**config.mk**
```make
export PLATFORM = sky130hd
export DESIGN_NAME = mem_stage_lsu
export DESIGN_NICKNAME = d
export VERILOG_FILES = /design/src/rtl/nrisc_pkg.sv /design/src/rtl/mem_stage_lsu_store_buffer_fifo.sv /design/src/rtl/mem_stage_lsu.sv
export SDC_FILE = /design/constraint.sdc
export NUM_CORES = 1
export LEC_CHECK = 0
export ABC_AREA = 1
export BUFFER_PORTS_ARGS = -buffer_cell sky130_fd_sc_hd__clkbuf_2
export CAP_MARGIN = 25
export CORE_ASPECT_RATIO = 0.75
export CORE_MARGIN = 3
export CORE_UTILIZATION = 29
export CTS_CLUSTER_SIZE = 30
export DETAILED_ROUTE_END_ITERATION = 12
export HOLD_SLACK_MARGIN = 0.12
export SYNTH_ARGS = -nofsm -noshare
export SYNTH_HDL_FRONTEND = slang
export SYNTH_SLANG_ARGS = --single-unit
```
**constraint.sdc**
```tcl
create_clock -name i_clk -period 2.08 [get_ports i_clk]
set_clock_uncertainty 0.2 [all_clocks]
set_input_delay 0 -clock i_clk [delete_from_list [all_inputs] [get_ports i_clk]]
set_output_delay 0 -clock i_clk [all_outputs]
set_load 0.02 [all_outputs]
```
**src/rtl/nrisc_pkg.sv**
```systemverilog
// Shared nRISC data-path constants and the store-buffer entry format
// used by the memory stage.
package nrisc_pkg;

   localparam int DATA_W = 8;
   localparam int ADDR_W = 8;

   // Encoding of the request write-enable bit from the execute stage.
   localparam logic REQ_WE_LOAD  = 1'b0;
   localparam logic REQ_WE_STORE = 1'b1;

   typedef struct packed {
      logic [ADDR_W-1:0] addr;
      logic [DATA_W-1:0] data;
   } sb_entry_t;

   localparam int SB_ENTRY_W = ADDR_W + DATA_W;

endpackage

```
**src/rtl/mem_stage_lsu_store_buffer_fifo.sv**
```systemverilog
// Circular store buffer holding accepted stores in program order until they drain
// to memory. Exposes every slot so the load path can search for forwarding data.
module store_buffer_fifo
   import nrisc_pkg::*;
#(
   parameter int DEPTH = 4
) (
   input  logic                          i_clk,
   input  logic                          i_rst_n,
   input  logic                          i_push,
   input  sb_entry_t                     i_push_entry,
   input  logic                          i_pop,
   output sb_entry_t                     o_head_entry,
   output logic [$clog2(DEPTH):0]        o_count,
   output logic [$clog2(DEPTH)-1:0]      o_head,
   output logic [DEPTH*SB_ENTRY_W-1:0]   o_entries
);

   localparam int PTR_W = $clog2(DEPTH);
   localparam int CNT_W = PTR_W + 1;

   sb_entry_t        r_entries [DEPTH];
   logic [PTR_W-1:0] r_head;
   logic [PTR_W-1:0] r_tail;
   logic [CNT_W-1:0] r_count;
   logic             w_do_push;
   logic             w_do_pop;

   // Full/empty guards keep head, tail and count coherent even if a caller misbehaves.
   assign w_do_push = i_push && (r_count != CNT_W'(DEPTH));
   assign w_do_pop  = i_pop  && (r_count != '0);

   always_ff @(posedge i_clk) begin
      if (w_do_push) begin
         r_entries[r_tail] <= i_push_entry;
      end
   end

   always_ff @(posedge i_clk or negedge i_rst_n) begin
      if (!i_rst_n) begin
         r_head  <= '0;
         r_tail  <= '0;
         r_count <= '0;
      end else begin
         if (w_do_push) begin
            r_tail <= r_tail + PTR_W'(1);
         end
         if (w_do_pop) begin
            r_head <= r_head + PTR_W'(1);
         end
         case ({w_do_push, w_do_pop})
            2'b10:   r_count <= r_count + CNT_W'(1);
            2'b01:   r_count <= r_count - CNT_W'(1);
            default: r_count <= r_count;
         endcase
      end
   end

   for (genvar g = 0; g < DEPTH; g++) begin : g_flat
      assign o_entries[g*SB_ENTRY_W +: SB_ENTRY_W] = r_entries[g];
   end

   assign o_head_entry = r_entries[r_head];
   assign o_count      = r_count;
   assign o_head       = r_head;

endmodule

```
**src/rtl/mem_stage_lsu.sv**
```systemverilog
// nRISC memory-stage load/store unit: owns the data memory port, buffers stores,
// gives loads priority over the drain and forwards from the youngest matching store.
module mem_stage_lsu
   import nrisc_pkg::*;
#(
   parameter int DEPTH = 4
) (
   input  logic              i_clk,
   input  logic              i_rst_n,
   input  logic              i_req_valid,
   output logic              o_req_ready,
   input  logic              i_req_we,
   input  logic [ADDR_W-1:0] i_req_addr,
   input  logic [DATA_W-1:0] i_req_wdata,
   output logic              o_rsp_valid,
   output logic [DATA_W-1:0] o_rsp_rdata,
   output logic              o_sb_empty,
   input  logic              i_mem_gnt,
   output logic [ADDR_W-1:0] o_mem_access_addr,
   output logic [DATA_W-1:0] o_mem_write_data,
   output logic              o_mem_write_en,
   output logic              o_mem_read,
   input  logic [DATA_W-1:0] i_mem_read_data
);

   localparam int PTR_W = $clog2(DEPTH);
   localparam int CNT_W = PTR_W + 1;

   logic [CNT_W-1:0]          w_count;
   logic [PTR_W-1:0]          w_head;
   sb_entry_t                 w_head_entry;
   logic [DEPTH*SB_ENTRY_W-1:0] w_entries;
   sb_entry_t                 w_push_entry;
   logic                      w_full;
   logic                      w_accept;
   logic                      w_load_acc;
   logic                      w_store_acc;
   logic                      w_drain;
   logic                      w_fwd_hit;
   logic [DATA_W-1:0]         w_fwd_data;
   logic [PTR_W-1:0]          w_fwd_idx;
   sb_entry_t                 w_fwd_entry;
   logic                      r_rsp_valid;
   logic [DATA_W-1:0]         r_rsp_rdata;

   assign w_full       = (w_count == CNT_W'(DEPTH));
   assign o_req_ready  = (i_req_we == REQ_WE_STORE) ? !w_full : i_mem_gnt;
   assign w_accept     = i_req_valid && o_req_ready;
   assign w_load_acc   = w_accept && (i_req_we == REQ_WE_LOAD);
   assign w_store_acc  = w_accept && (i_req_we == REQ_WE_STORE);
   // A load in this cycle takes the port, so the drain can never race a forwarding search.
   assign w_drain      = !w_load_acc && i_mem_gnt && (w_count != '0);
   assign w_push_entry = '{addr: i_req_addr, data: i_req_wdata};
   assign o_sb_empty   = (w_count == '0);

   store_buffer_fifo #(
      .DEPTH (DEPTH)
   ) u_store_buffer (
      .i_clk        (i_clk),
      .i_rst_n      (i_rst_n),
      .i_push       (w_store_acc),
      .i_push_entry (w_push_entry),
      .i_pop        (w_drain),
      .o_head_entry (w_head_entry),
      .o_count      (w_count),
      .o_head       (w_head),
      .o_entries    (w_entries)
   );

   always_comb begin
      o_mem_read        = 1'b0;
      o_mem_write_en    = 1'b0;
      o_mem_access_addr = '0;
      o_mem_write_data  = '0;
      if (w_load_acc) begin
         o_mem_read        = 1'b1;
         o_mem_access_addr = i_req_addr;
      end else if (w_drain) begin
         o_mem_write_en    = 1'b1;
         o_mem_access_addr = w_head_entry.addr;
         o_mem_write_data  = w_head_entry.data;
      end
   end

   // Walk oldest to youngest so the last hit, the store nearest the tail, wins.
   always_comb begin
      w_fwd_hit   = 1'b0;
      w_fwd_data  = '0;
      w_fwd_idx   = '0;
      w_fwd_entry = '0;
      for (int k = 0; k < DEPTH; k++) begin
         w_fwd_idx   = w_head + PTR_W'(k);
         w_fwd_entry = w_entries[int'(w_fwd_idx)*SB_ENTRY_W +: SB_ENTRY_W];
         if ((CNT_W'(k) < w_count) && (w_fwd_entry.addr == i_req_addr)) begin
            w_fwd_hit  = 1'b1;
            w_fwd_data = w_fwd_entry.data;
         end
      end
   end

   always_ff @(posedge i_clk or negedge i_rst_n) begin
      if (!i_rst_n) begin
         r_rsp_valid <= 1'b0;
         r_rsp_rdata <= '0;
      end else begin
         r_rsp_valid <= w_load_acc;
         if (w_load_acc) begin
            r_rsp_rdata <= w_fwd_hit ? w_fwd_data : i_mem_read_data;
         end
      end
   end

   assign o_rsp_valid = r_rsp_valid;
   assign o_rsp_rdata = r_rsp_rdata;

endmodule

```
Yosys cells after proc, flatten, opt, wreduce, memory -nomap -nowiden
Memories as Yosys holds them, arrays and structs flattened.
Index checks and enable logic that the tools add are counted.
{"block": "word_totals", "output_inout_bits": 29, "register_bits": 16, "ramBits": 64, "rom_bits": 0, "latch_bits": 0, "in_bits": 29, "elab_cells": 65, "mem_count": 1}
{"block": "op_classes", "mux": 20, "multipliers": 0, "reduce_logical": 16, "div_mod_pow": 0, "shift": 4, "n_lt_le_gt_ge": 4, "bitwise_logic": 1, "n_addsub": 6, "eq_ne": 8}
{"name": "u_store_buffer.r_entries", "words": 4, "word_bits": 16, "rd": 5, "rd_ports_with_merged_regs": 0, "write_ports": 1, "line": "mem_stage_lsu_store_buffer_fifo.sv:22", "source": "sb_entry_t r_entries [DEPTH];"}
{"operator": "$shiftx 64x7->16", "count": 4}
{"operator": "$mux 8", "count": 9}
{"operator": "$eq 8x8->1", "count": 4}
{"operator": "$logic_and 1x1->1", "count": 11}
{"operator": "$mux 1", "count": 10}
{"operator": "$lt 1x3->1 const A", "count": 2}
{"operator": "$lt 2x3->1 const A", "count": 2}
{"operator": "$pmux 3 s2", "count": 1}
{"operator": "$add 2x1->2 const B", "count": 2}
{"operator": "$add 2x2->2 const B", "count": 2}
{"operator": "$add 3x1->3 const B", "count": 1}
{"operator": "$eq 3x3->1 const B", "count": 1}
{"operator": "$logic_not 3->1", "count": 1}
{"operator": "$ne 3x3->1 const B", "count": 1}
{"operator": "$reduce_bool 3->1", "count": 1}
{"operator": "$sub 3x1->3 const B", "count": 1}
{"operator": "$eq 2x1->1 const B", "count": 1}
{"operator": "$eq 2x2->1 const B", "count": 1}
{"operator": "$logic_not 1->1", "count": 2}
{"operator": "$reduce_bool 2->1", "count": 1}
{"operator": "$not 1->1", "count": 1}

Depth between registers and ports, before layout
Gate-level depths: netlist of run 1.
{"block": "depth", "ltp_word": 11, "ltp_mapped": 20, "ltp_nobuf": 18}

By module
A second synthesis of run 1 with hierarchy kept.
{"block": "unflattened", "hier_cells": 871, "area_unflattened_um2": 6334.8}
{"module": "store_buffer_fifo", "seq_area_each_um2": 2097.0, "area_each_um2": 3190.6, "instances": 1, "cells_each": 246}
{"module": "mem_stage_lsu", "seq_area_each_um2": 225.2, "area_each_um2": 3144.3, "instances": 1, "cells_each": 625}

Worst setup path before layout of run 1
Ideal clock, no wire load.
{"block": "synth_path", "path_kind": "register to register", "startpoint": "reg u_store_buffer.r_count[0] (netlist: u_store_buffer.o_count[0])", "endpoint": "reg u_store_buffer.r_count[2] (netlist: u_store_buffer.o_count[2])", "path_buffers": 0, "synth_period_minus_slack_ps": 2430, "slack_ps": -350, "setup_time_ps": 118, "stages_incl_launch_ff": 14, "arrival_ps": 2112, "required_time_ps": 1762, "cell_sequence": "dfrtp_1 inv_1 ha_1 nand2_1 nand2_1 o21ai_1 nand2_1 nor2_1 nor3_2 ha_1 nor2_1 o21ai_0 xor2_1 inv_1"}
{"block": "synth_between", "elab_chain_len": 11, "elab_cells_between_ends": 19, "classes_between": "2 x add/sub; 4 x eq/ne; 2 x mux; 11 x reduce/logical"}
{"element": "from (decl)", "line": "mem_stage_lsu_store_buffer_fifo.sv:25", "source": "logic [CNT_W-1:0] r_count;"}
{"element": "from (signal assigned)", "line": "mem_stage_lsu_store_buffer_fifo.sv:52", "source": "2'b10: r_count <= r_count + CNT_W'(1);"}
{"element": "from (signal assigned)", "line": "mem_stage_lsu_store_buffer_fifo.sv:53", "source": "2'b01: r_count <= r_count - CNT_W'(1);"}
{"element": "from (signal assigned)", "line": "mem_stage_lsu_store_buffer_fifo.sv:54", "source": "default: r_count <= r_count;"}
{"element": "$eq 3x3->1 *", "line": "mem_stage_lsu.sv:46", "source": "assign w_full = (w_count == CNT_W'(DEPTH));"}
{"element": "$logic_not 1->1 *", "line": "mem_stage_lsu.sv:47", "source": "assign o_req_ready = (i_req_we == REQ_WE_STORE) ? !w_full : i_mem_gnt;"}
{"element": "$mux 1 *", "line": "mem_stage_lsu.sv:47"}
{"element": "net o_req_ready", "line": "mem_stage_lsu.sv:11", "source": "output logic o_req_ready,"}
{"element": "$logic_and 1x1->1 *", "line": "mem_stage_lsu.sv:48", "source": "assign w_accept = i_req_valid && o_req_ready;"}
{"element": "$logic_and 1x1->1 *", "line": "mem_stage_lsu.sv:49", "source": "assign w_load_acc = w_accept && (i_req_we == REQ_WE_LOAD);"}
{"element": "$logic_not 1->1 *", "line": "mem_stage_lsu.sv:52", "source": "assign w_drain = !w_load_acc && i_mem_gnt && (w_count != '0);"}
{"element": "$logic_and 1x1->1 * (2 in series)", "line": "mem_stage_lsu.sv:52"}
{"element": "$logic_and 1x1->1 *", "line": "mem_stage_lsu_store_buffer_fifo.sv:31", "source": "assign w_do_pop = i_pop && (r_count != '0);"}
{"element": "net u_store_buffer.w_do_pop", "line": "mem_stage_lsu_store_buffer_fifo.sv:27", "source": "logic w_do_pop;"}
{"element": "$eq 2x1->1 or $eq 2x2->1 (tied branches)", "line": "mem_stage_lsu_store_buffer_fifo.sv:51", "source": "case ({w_do_push, w_do_pop})"}
{"element": "$pmux 3 s2 or $reduce_bool 2->1 (tied branches)"}
The timed path passes the listed nets; every way through them passes the cells marked *.
A chain may end at the register's enable or synchronous reset.

Worst setup path after layout of run 1
{"block": "layout_path", "startpoint": "reg u_store_buffer.r_head[0] (netlist: u_store_buffer.o_head[0])", "endpoint": "reg r_rsp_rdata[2] (netlist: o_rsp_rdata[2])"}
{"block": "layout_between", "elab_chain_len": 8, "elab_cells_between_ends": 24, "classes_between": "3 x add/sub; 4 x eq/ne; 4 x shift; 9 x mux; 4 x reduce/logical"}
{"element": "from (decl)", "line": "mem_stage_lsu_store_buffer_fifo.sv:23", "source": "logic [PTR_W-1:0] r_head;"}
{"element": "from (signal assigned)", "line": "mem_stage_lsu_store_buffer_fifo.sv:49", "source": "r_head <= r_head + PTR_W'(1);"}
{"element": "$add 2x1->2 or $shiftx 64x7->16 (tied branches)", "line": "mem_stage_lsu.sv:92, mem_stage_lsu.sv:93"}
{"element": "$shiftx 64x7->16 or $eq 8x8->1 (tied branches)", "line": "mem_stage_lsu.sv:93, mem_stage_lsu.sv:94"}
{"element": "$eq 8x8->1 or $logic_and 1x1->1 (tied branches)", "line": "mem_stage_lsu.sv:94", "source": "if ((CNT_W'(k) < w_count) && (w_fwd_entry.addr == i_req_addr)) begin"}
{"element": "$logic_and 1x1->1, or another cell as far along", "line": "mem_stage_lsu.sv:94"}
{"element": "$mux 8 or $mux 1 (tied branches) (3 in series)", "line": "mem_stage_lsu.sv:94"}
{"element": "$mux 8 *", "line": "mem_stage_lsu.sv:108", "source": "r_rsp_rdata <= w_fwd_hit ? w_fwd_data : i_mem_read_data;"}
{"element": "to (signal assigned)", "line": "mem_stage_lsu.sv:108"}
{"element": "to (decl)", "line": "mem_stage_lsu.sv:44", "source": "logic [DATA_W-1:0] r_rsp_rdata;"}
Mark *: on every way between the ends. The rest lies on a longest branch, timed or not.

==> results.json, run 1 <==
{
  "via_per_inst": 4.781,
  "seq_area_frac_synth_pct": 40.52,
  "tightest_slew_ns": 0.4189,
  "critPathKind": "flop to flop",
  "area_delta_synth_final_pct": 50.71,
  "layout_common_cells": "nand2_1, nand3_1, buf_4",
  "chipHeight_um": 127.8,
  "status": "finished, violations left",
  "fp.dieArea_mm2": 0.02150,
  "core_area_mm2": 0.01894,
  "drt-initial-drc-count": 492,
  "drc_errors": 0,
  "clkSinkCount": 80,
  "syn_nets": 861,
  "drive_gt1_share_pct": 28.47,
  "cp-start-kind": "flop",
  "ir_worst_vdd_uv": 567.9,
  "synth_cells": 823,
  "p_leak_uw": 0.003980,
  "crit_buf_inv": 3,
  "fin_nets": 1034,
  "period_share_pct": 122.8,
  "wl_um": 18770,
  "worst_slack_ns": -0.4733,
  "place.gp.congestion": 0.8859,
  "grt_pass1_vias": 5404,
  "critical_path.most_common_cell": "nand2_1",
  "powerDensity_mw_per_mm2": 1419,
  "worstPathArrival_ns": 2.60,
  "min_period_ns": 2.553,
  "firstDrtPassIters": 5,
  "num_vias": 5967,
  "ant_nets": 0,
  "setup_tns_ns": -7.031,
  "routedWlPerCell_um": 15.04,
  "total_power_uw": 12260,
  "hold_violations": 0,
  "htree_levels": 3,
  "synth_seq_cells": 80,
  "fp.dieW_um": 168.3,
  "grt_start_max_net_pins": 25,
  "hpwlAfterDp_um": 12640,
  "crit_chain": "clkinv_4 > buf_4 > nand2_1 > nand2_2 > o211ai_1 > nand2_1 > nor2_2 > nand3_2 > nor2_4 > buf_12 > nor2_4 > nand2_4 > nand2_1 > nand2_1 > nand2_1",
  "clock_latency_ns": 0.35,
  "crit_required_ns": 2.12,
  "cap_viol_max_count": 0,
  "cts_buffers": 9,
  "max_stage_delay_ns": 0.48,
  "setup_viol": 26,
  "cts_tree": "done",
  "crit_path_top_delay_cell": "dfrtp_2",
  "io_buffers": 57,
  "clk_pin_slew_ns": 0.07,
  "hp-class": "primary input to flop",
  "grt-ovfl-total": 0,
  "yosys_warnings": 0,
  "wl_met2_um": 8458,
  "cpLargestDelayFamily": "simple AND/OR/NAND/NOR gates",
  "cp-end-kind": "flop",
  "synth_top_area_share_pct": 33.53,
  "antenna_cells": 0,
  "crit_path_max_fanout": 8,
  "grt_setup_unrepaired": "yes",
  "max-slew-margin-rel_pct": 71.78,
  "met1_length_um": 9032,
  "cts_buffer_depth": 2,
  "grt_pass1_wl_um": 28920,
  "clockRootBuffer": "clkbuf_16",
  "grt_use_total_pct": 16.98,
  "synth_area_leaders": "edfxtp_1, nand2_1, nand3_1",
  "avgSynthCellArea_um2": 6.964,
  "synth_area_mm2": 0.005732,
  "top_layer": "met4",
  "initial_utilization_pct": 30.27,
  "ios": 58,
  "final_common_cell": "nand2_1",
  "route.met3.wl_um": 1059,
  "synth_cell_types": 31,
  "fmax_mhz": 391.7,
  "antenna_found_initial": 0,
  "slew_viol_final": 0,
  "num_rows": 43,
  "synth_top_area_cell": "edfxtp_1",
  "violations": "setup timing"
}
## worst reg2reg max path, delay by kind of cell, from the launching register on
kind                   cells  cell delay [ns]
buffers and inverters      3             0.51
and+or+nand+nor           11             1.08
DFF                        1             0.48
AOI/OAI and AO/OA          1             0.19
## cell usage after synthesis
cell type  instances
edfxtp_1          64
buf_4              3
nor2_4             5
nor2_1            42
o21ai_0           48
o21ai_1           15
o21ai_2            1
nor2_2             1
nand2_4            1
nor3_2             1
and3_1             2
nand2_2            6
nand4_1            1
buf_2              8
inv_1             69
nor3_1            11
dfrtp_1           16
clkbuf_1          11
nand3_1           96
nand3_2            1
xor2_1             9
xnor2_1            2
ha_1               9
nand3b_2           1
a21oi_1           12
nand2_1          354
buf_6              9
o22ai_1            7
inv_4              2
buf_1              2
o211ai_1          14
## where the power goes
| part | total, uW | switching [uW] | internal [uW] |
|---|---|---|---|
| combinational | 8320 | 4810 | 3510 |
| sequential | 2190 | 181 | 2010 |
| clock | 1750 | 690 | 1060 |
| total | 12300 | 5680 | 6580 |
## through the flow
step           area, um^2  setup WS (ns)  hold WS, ns  instances  util (%)
3_3_place_gp         6899        -0.4882      -0.2050       1174     36.43
4_1_cts              8016        -0.3383       0.1013       1231     42.33
3_5_place_dp         6899        -0.4991      -0.1946       1174     36.43
6_report             8638        -0.4733       0.2090       1248     45.61
5_1_grt              8638        -0.6031       0.2247       1248     45.61
2_1_floorplan        5814        -0.2180      -0.4956        823         -
## cells by family (layout without fill, tap and decap cells)
kind of cell / Yosys count / after routing / share of synthesized area (%)
xor gates and xnor gates: 11 / 11 / 1.681
DFF: 80 / 80 / 40.52
adders and majority gates: 9 / 9 / 1.965
and+or+nand+nor: 522 / 525 / 38.09
buffers and inverters: 104 / 279 / 8.448
AOI/OAI and AO/OA: 97 / 97 / 9.299
## layout make-up
cell class,instances,area [um^2]
fillers,1822,10300
well taps,247,309.0
repair buffers,192,1867
clock buffers,10,229.0
inverters,71,285.3
flip-flops and latches,80,2323
multi-input cells,642,3532
clock inverters,6,92.59
## sequential cells by signal, summed over array words and instances (netlist names)
register,count
o_rsp_rdata,8
o_rsp_valid,1
u_store_buffer.o_head,2
u_store_buffer.r_entries,64
u_store_buffer.o_count,3
u_store_buffer.r_tail,2
## timing repair
action | 4_1_cts | 5_1_grt
gates cloned | 3 | 3
hold buffers | 29 | 2
gates resized for setup | 95 | 118
pin swaps | 10 | 30
setup endpoints to repair | 29 | 33
setup buffers | 9 | 15
endpoints found under the hold margin | 93 | 3
## worst paths after layout
check,start,end,slack [ns],depth (start not counted)
setup / recovery,u_store_buffer.o_head[0],o_rsp_rdata[2],-0.47,15
hold / removal,i_req_wdata[2],u_store_buffer.r_entries[0][2],0.21,2
setup reg to reg,u_store_buffer.o_head[0],o_rsp_rdata[2],-0.47,15
hold reg to reg,o_rsp_rdata[7],o_rsp_rdata[7],0.28,2
max in group asynchronous,i_rst_n,u_store_buffer.o_count[2],0.96,4
min in group asynchronous,i_rst_n,o_rsp_rdata[7],0.33,3
## routing by layer
layer	global-route usage, %	vias to the layer above
li1	-	3049
met1	24.91	2717
met2	25.57	182
met3	3.175	19
met4	4.810	0
met5	0	-
(Power assumes the default switching activity.)
==> run 2, diff against run 1 <==
- CORE_UTILIZATION: 29 -> 30
==> run 2 against run 1 <==
Net effect:
- the run still ends with setup timing left
- power up 2.9%
- die area fell by 3.2%
- flip-flop and latch count unchanged
- sequential power is essentially flat
- sequential share of layout area shrank 0.15 points
- clock power barely moved
- largest power group unchanged
==> results.json, run 2 (same netlist as run 1, synthesis figures left out) <==
{
  "core_area_mm2": 0.01862,
  "fin_cells": 1239,
  "routedWlPerCell_um": 15.71,
  "ir_worst_vdd_uv": 712.5,
  "cts_buffer_depth": 2,
  "rr_worst_depth": 17,
  "min_delay_path_depth": 2,
  "drc_errors": 0,
  "crit_path_top_delay_cell": "dfrtp_4",
  "grt_use_met2_pct": 27.44,
  "hold_violations": 0,
  "period_share_pct": 122.5,
  "clkSinkCount": 80,
  "max_stage_delay_ns": 0.50,
  "crit_path_max_fanout": 14,
  "dp_cells": 1164,
  "violations": "setup timing",
  "crit_chain": "buf_4 > buf_8 > nand2_1 > o21ai_4 > o21ai_1 > nand2_1 > nand2_1 > nand2_1 > nor2_4 > buf_6 > nand3_1 > nand3_1 > nand2_1 > nand2_1 > nand2_1 > nand2_1 > nand2_1",
  "via_per_inst": 4.977,
  "grt_pass1_vias": 5599,
  "place.gp.congestion": 0.9209,
  "fp.dieArea_mm2": 0.02082,
  "num_rows": 43,
  "n_fill_cell": 1837,
  "grt_setup_unrepaired": "yes",
  "regArea_mm2": 0.002326,
  "clock_latency_ns": 0.35,
  "firstDrtPassIters": 5,
  "ios": 58,
  "hp-class": "primary input to flop",
  "htree_levels": 3,
  "top_usage_layer": "met2",
  "cts_buffers": 9,
  "critPathKind": "flop to flop",
  "dp_slack_ns": -0.5121,
  "io_buffers": 57,
  "antenna_found_initial": 0,
  "grt_pass1_wl_um": 29720,
  "cap_viol_max_count": 0,
  "drt-initial-drc-count": 661,
  "total_power_uw": 12610,
  "largest_reg_flops": 64,
  "area_delta_synth_final_pct": 51.74,
  "grt_use_total_pct": 17.91,
  "fin_nets": 1025,
  "cp.depth": 17,
  "p_leak_uw": 0.003985,
  "regMostFlops": "u_store_buffer.r_entries",
  "antenna_cells": 0,
  "cts_tree": "done",
  "max-slew-margin-rel_pct": 38.07,
  "cpLargestDelayFamily": "simple AND/OR/NAND/NOR gates",
  "use_met3_pct": 4.016,
  "cp-end-kind": "flop",
  "drive_gt1_share_pct": 29.23,
  "wl_um": 19470,
  "critical_path.most_common_cell": "nand2_1",
  "status": "finished, violations left",
  "grt_util_met1_pct": 25.65,
  "final_util_pct": 46.72,
  "worst_slack_ns": -0.4670,
  "fmax_mhz": 392.6,
  "layout_common_cells": "nand2_1, nand3_1, inv_1, edfxtp_1, buf_4",
  "powerDensity_mw_per_mm2": 1450,
  "cp-start-kind": "flop",
  "clk_pin_slew_ns": 0.07,
  "slew_viol_final": 0,
  "multi_input_area_mm2": 0.003638,
  "fp.dieW_um": 165.6,
  "grt_start_max_net_pins": 34,
  "clockRootBuffer": "clkbuf_16",
  "ant_nets": 0,
  "worstPathArrival_ns": 2.60,
  "setup_viol": 25,
  "crit_buf_inv": 3,
  "crit_required_ns": 2.13,
  "min_period_ns": 2.547,
  "final_common_cell": "nand2_1",
  "num_vias": 6167,
  "initial_utilization_pct": 30.79,
  "grt-ovfl-total": 0,
  "hpwlAfterDp_um": 12470,
  "chipHeight_um": 125.7,
  "tightest_slew_ns": 0.9258
}
==> run 2: changes by cell type in the layout (fill, tap and decap cells not counted), moves of 5 or more <==
cell,before,now
buf_4,65,58
nand3_2,9,15
o21ai_1,16,10
buf_6,22,17
nand3_1,88,82
==> run 2: final cells by class <==
cell class | instances | share of cell area, %
Timing Repair Buffer | 181 | 20.60
Inverter | 71 | 3.395
Timing Repair inverter | 1 | 0.07193
Tap cell | 247 | 3.553
Multi-Input combinational cell | 643 | 41.84
Clock buffer | 10 | 2.748
Sequential cell | 80 | 26.74
Clock inverter | 6 | 1.050
==> run 2: power breakdown <==
group / switching (uW) / internal [uW]
Sequential: 166 / 2010
Combinational: 5090 / 3560
Clock: 688 / 1090
Total: 5950 / 6660
==> run 2: stage by stage <==
| step | hold WS (ns) | instance area [um^2] | setup TNS, ns |
|---|---|---|---|
| detailed placement | -0.2021 | 6882 | -5.451 |
| CTS | 0.1976 | 8077 | -7.323 |
| global placement | -0.2040 | 6882 | -5.281 |
| floorplan | -0.4956 | 5814 | -14.88 |
| global route | 0.2233 | 8697 | -10.03 |
| finish | 0.2071 | 8697 | -6.872 |
==> run 2: final timing paths <==
check	slack, ns	end	start
setup / recovery	-0.47	o_rsp_rdata[4]	u_store_buffer.o_head[0]
hold / removal	0.21	u_store_buffer.r_entries[0][3]	i_req_wdata[3]
setup reg to reg	-0.47	o_rsp_rdata[4]	u_store_buffer.o_head[0]
hold reg to reg	0.29	o_rsp_rdata[7]	o_rsp_rdata[7]
max in group asynchronous	0.35	u_store_buffer.o_head[0]	i_rst_n
min in group asynchronous	0.65	o_rsp_rdata[6]	i_rst_n
==> run 2: routing by layer <==
| layer | part of all wire [%] | up-vias |
|---|---|---|
| met1 | 49 | 2901 |
| met4 | 2.0 | 0 |
| li1 | - | 3035 |
| met5 | 0 | - |
| met3 | 6.3 | 37 |
| met2 | 43 | 194 |
==> run 2: repair_timing <==
item,in CTS,in global routing
hold buffers,28,0
hold endpoints to repair,93,0
buffers inserted,15,9
cloned,2,7
gates resized for setup,96,127
pin swaps,12,29
setup endpoints to repair,29,52
==> run 2: worst register-to-register path: stages (launching register included) <==
cell and delay (ns):
dfrtp_4 0.50, buf_4 0.17, buf_8 0.16, nand2_1 0.11, o21ai_4 0.09, o21ai_1 0.19
nand2_1 0.08, nand2_1 0.07, nand2_1 0.09, nor2_4 0.24, buf_6 0.15, nand3_1 0.08
nand3_1 0.08, nand2_1 0.05, nand2_1 0.06, nand2_1 0.05, nand2_1 0.05, nand2_1 0.04
==> run 3, diff against run 2 <==
--- a/config.mk
+++ b/config.mk
@@ -12,4 +12,5 @@
 export CORE_MARGIN = 3
 export CORE_UTILIZATION = 30
+export CTS_CLUSTER_DIAMETER = 100
 export CTS_CLUSTER_SIZE = 30
 export DETAILED_ROUTE_END_ITERATION = 12
--- a/constraint.sdc
+++ b/constraint.sdc
@@ -3,3 +3,3 @@
 set_input_delay 0 -clock i_clk [delete_from_list [all_inputs] [get_ports i_clk]]
 set_output_delay 0 -clock i_clk [all_outputs]
-set_load 0.02 [all_outputs]
+set_load 0.005 [all_outputs]
==> run 3 against run 2 <==
Net effect:
- final area decreased by 4.1%
- sequential power hardly changed
- global-route usage down 0.65 points
- fmax up 0.68%
- power is 10% lower
- critical path depth decreased by 1
- via count down 2.4%
- non-clock buffer count rose by 21
- the run still ends with setup timing left
- clock-buffer cell count shrank 1
- first-iteration DRC count shrank 14%
- critical endpoint is now o_rsp_rdata[2]
==> results.json, run 3 (same netlist as run 1, synthesis figures left out) <==
{
  "status": "finished, violations left",
  "violations": "setup timing",
  "r2r-start": "u_store_buffer.o_head[0]",
  "max-slew-margin-rel_pct": 76.07,
  "core_area_mm2": 0.01862,
  "fmax_mhz": 395.3,
  "grt_setup_unrepaired": "yes",
  "chipHeight_um": 125.7,
  "io_buffers": 57,
  "dp_cells": 1188,
  "p_leak_uw": 0.003936,
  "setup_viol": 26,
  "final_common_cell": "nand2_1",
  "hp-class": "primary input to flop",
  "firstDrtPassIters": 5,
  "fin_nets": 1043,
  "critPathKind": "flop to flop",
  "grt_pass1_vias": 5526,
  "drive_gt1_share_pct": 28.71,
  "regArea_mm2": 0.002323,
  "cp-start-kind": "flop",
  "fin_cells": 1257,
  "rr_worst_depth": 16,
  "place.gp.congestion": 0.9161,
  "worst_slack_ns": -0.4499,
  "regMostFlops": "u_store_buffer.r_entries",
  "multi_input_area_mm2": 0.003430,
  "period_share_pct": 121.6,
  "via_per_inst": 4.789,
  "layout_common_cells": "nand2_1, buf_4, nand3_1",
  "cp-end-kind": "flop",
  "cts_buffer_depth": 2,
  "min-delay-start": "i_mem_gnt",
  "htree_levels": 3,
  "crit_required_ns": 2.13,
  "worstPathArrival_ns": 2.58,
  "grt_use_total_pct": 17.26,
  "slew_viol_final": 0,
  "cap_viol_max_count": 0,
  "wl_um": 18490,
  "area_delta_synth_final_pct": 45.49,
  "num_rows": 43,
  "hold_violations": 0,
  "grt_start_max_net_pins": 34,
  "drc_errors": 0,
  "ir_worst_vdd_uv": 637.0,
  "cts_buffers": 9,
  "ant_nets": 0,
  "routedWlPerCell_um": 14.71,
  "n_fill_cell": 1902,
  "clockRootBuffer": "clkbuf_16",
  "largest_reg_flops": 64,
  "initial_utilization_pct": 30.79,
  "fp.dieW_um": 165.6,
  "fp.dieArea_mm2": 0.02082,
  "r2r_slack_ns": -0.45,
  "antenna_cells": 0,
  "crit_path_max_fanout": 12,
  "antenna_found_initial": 0,
  "reg2reg_to": "o_rsp_rdata[2]",
  "clkSinkCount": 80,
  "clock_latency_ns": 0.35,
  "min_delay_path_depth": 7,
  "ios": 58,
  "num_vias": 6020,
  "min_to": "u_store_buffer.o_head[1]",
  "tightest_slew_ns": 0.3586,
  "hpwlAfterDp_um": 12740,
  "clk_pin_slew_ns": 0.07,
  "cts_tree": "done",
  "grt-ovfl-total": 0,
  "min_period_ns": 2.530,
  "grt_pass1_wl_um": 28980,
  "powerDensity_mw_per_mm2": 1359,
  "setup_tns_ns": -8.870,
  "drt-initial-drc-count": 570
}
[run 3: where the power goes]
part | total, uW | internal, uW | switching (uW)
clock | 1690 | 958 | 734
combinational | 7460 | 3100 | 4350
sequential | 2190 | 2000 | 182
total | 11300 | 6070 | 5270
[run 3: final cells by class]
cell class / instances / area share, %
clock buffers: 9 / 2.701
repair buffers: 202 / 20.15
well taps: 247 / 3.706
multi-input cells: 641 / 41.13
clock inverters: 7 / 1.020
inverters: 71 / 3.436
flip-flops and latches: 80 / 27.86
[run 3: worst max-delay path by stage]
stage	cells after the start	end	start
2_1_floorplan	5	u_store_buffer.r_entries[0][0]	u_store_buffer.o_count[0]
3_3_place_gp	13	o_rsp_rdata[7]	u_store_buffer.o_head[0]
3_5_place_dp	13	o_rsp_rdata[7]	u_store_buffer.o_head[0]
4_1_cts	13	o_mem_access_addr[6]	u_store_buffer.o_count[0]
5_1_grt	17	o_rsp_rdata[7]	u_store_buffer.o_head[0]
6_report	16	o_rsp_rdata[2]	u_store_buffer.o_head[0]
[run 3: metrics by stage]
stage	worst slack, ns	util [%]	cell area [um^2]	total power (uW)	hold WS [ns]
finish	-0.4499	44.80	8339	11340	0.1528
global route	-0.6624	44.80	8339	12220	0.2031
CTS	-0.4380	42.77	7963	10610	0.1247
detailed placement	-0.5358	37.51	6982	8338	-0.2039
global placement	-0.5097	37.51	6982	8289	-0.2104
floorplan	-0.2180	-	5761	6087	-0.4956
[run 3: timing repair]
| action | 4_1_cts | 5_1_grt |
|---|---|---|
| endpoints found under the hold margin | 91 | 0 |
| buffers inserted | 13 | 12 |
| setup endpoints to repair | 29 | 29 |
| cloned | 1 | 2 |
| pin swaps | 11 | 19 |
| resized for setup | 61 | 73 |
| hold buffers | 28 | 0 |
[run 3: per-layer routing]
metal / wire length (um) / track usage, % / up-vias
met4: 293 / 4.303 / 0
met1: 9369 / 25.75 / 2807
met2: 8041 / 26.26 / 135
li1: - / - / 3060
met3: 784 / 2.667 / 18
met5: 0 / 0 / -
[run 3: worst max-delay path, stage by stage, from the launching register on]
cell     delay, ns
dfrtp_2       0.52
buf_12        0.18
buf_6         0.13
nand2_1       0.07
nand3_1       0.10
nand2_1       0.12
nand2_1       0.11
buf_4         0.11
nand2_1       0.05
nor2_1        0.09
nand3_1       0.10
nor2_2        0.27
nor2_4        0.09
nand2_4       0.11
nand2_1       0.07
nand2_1       0.05
nand2_1       0.04
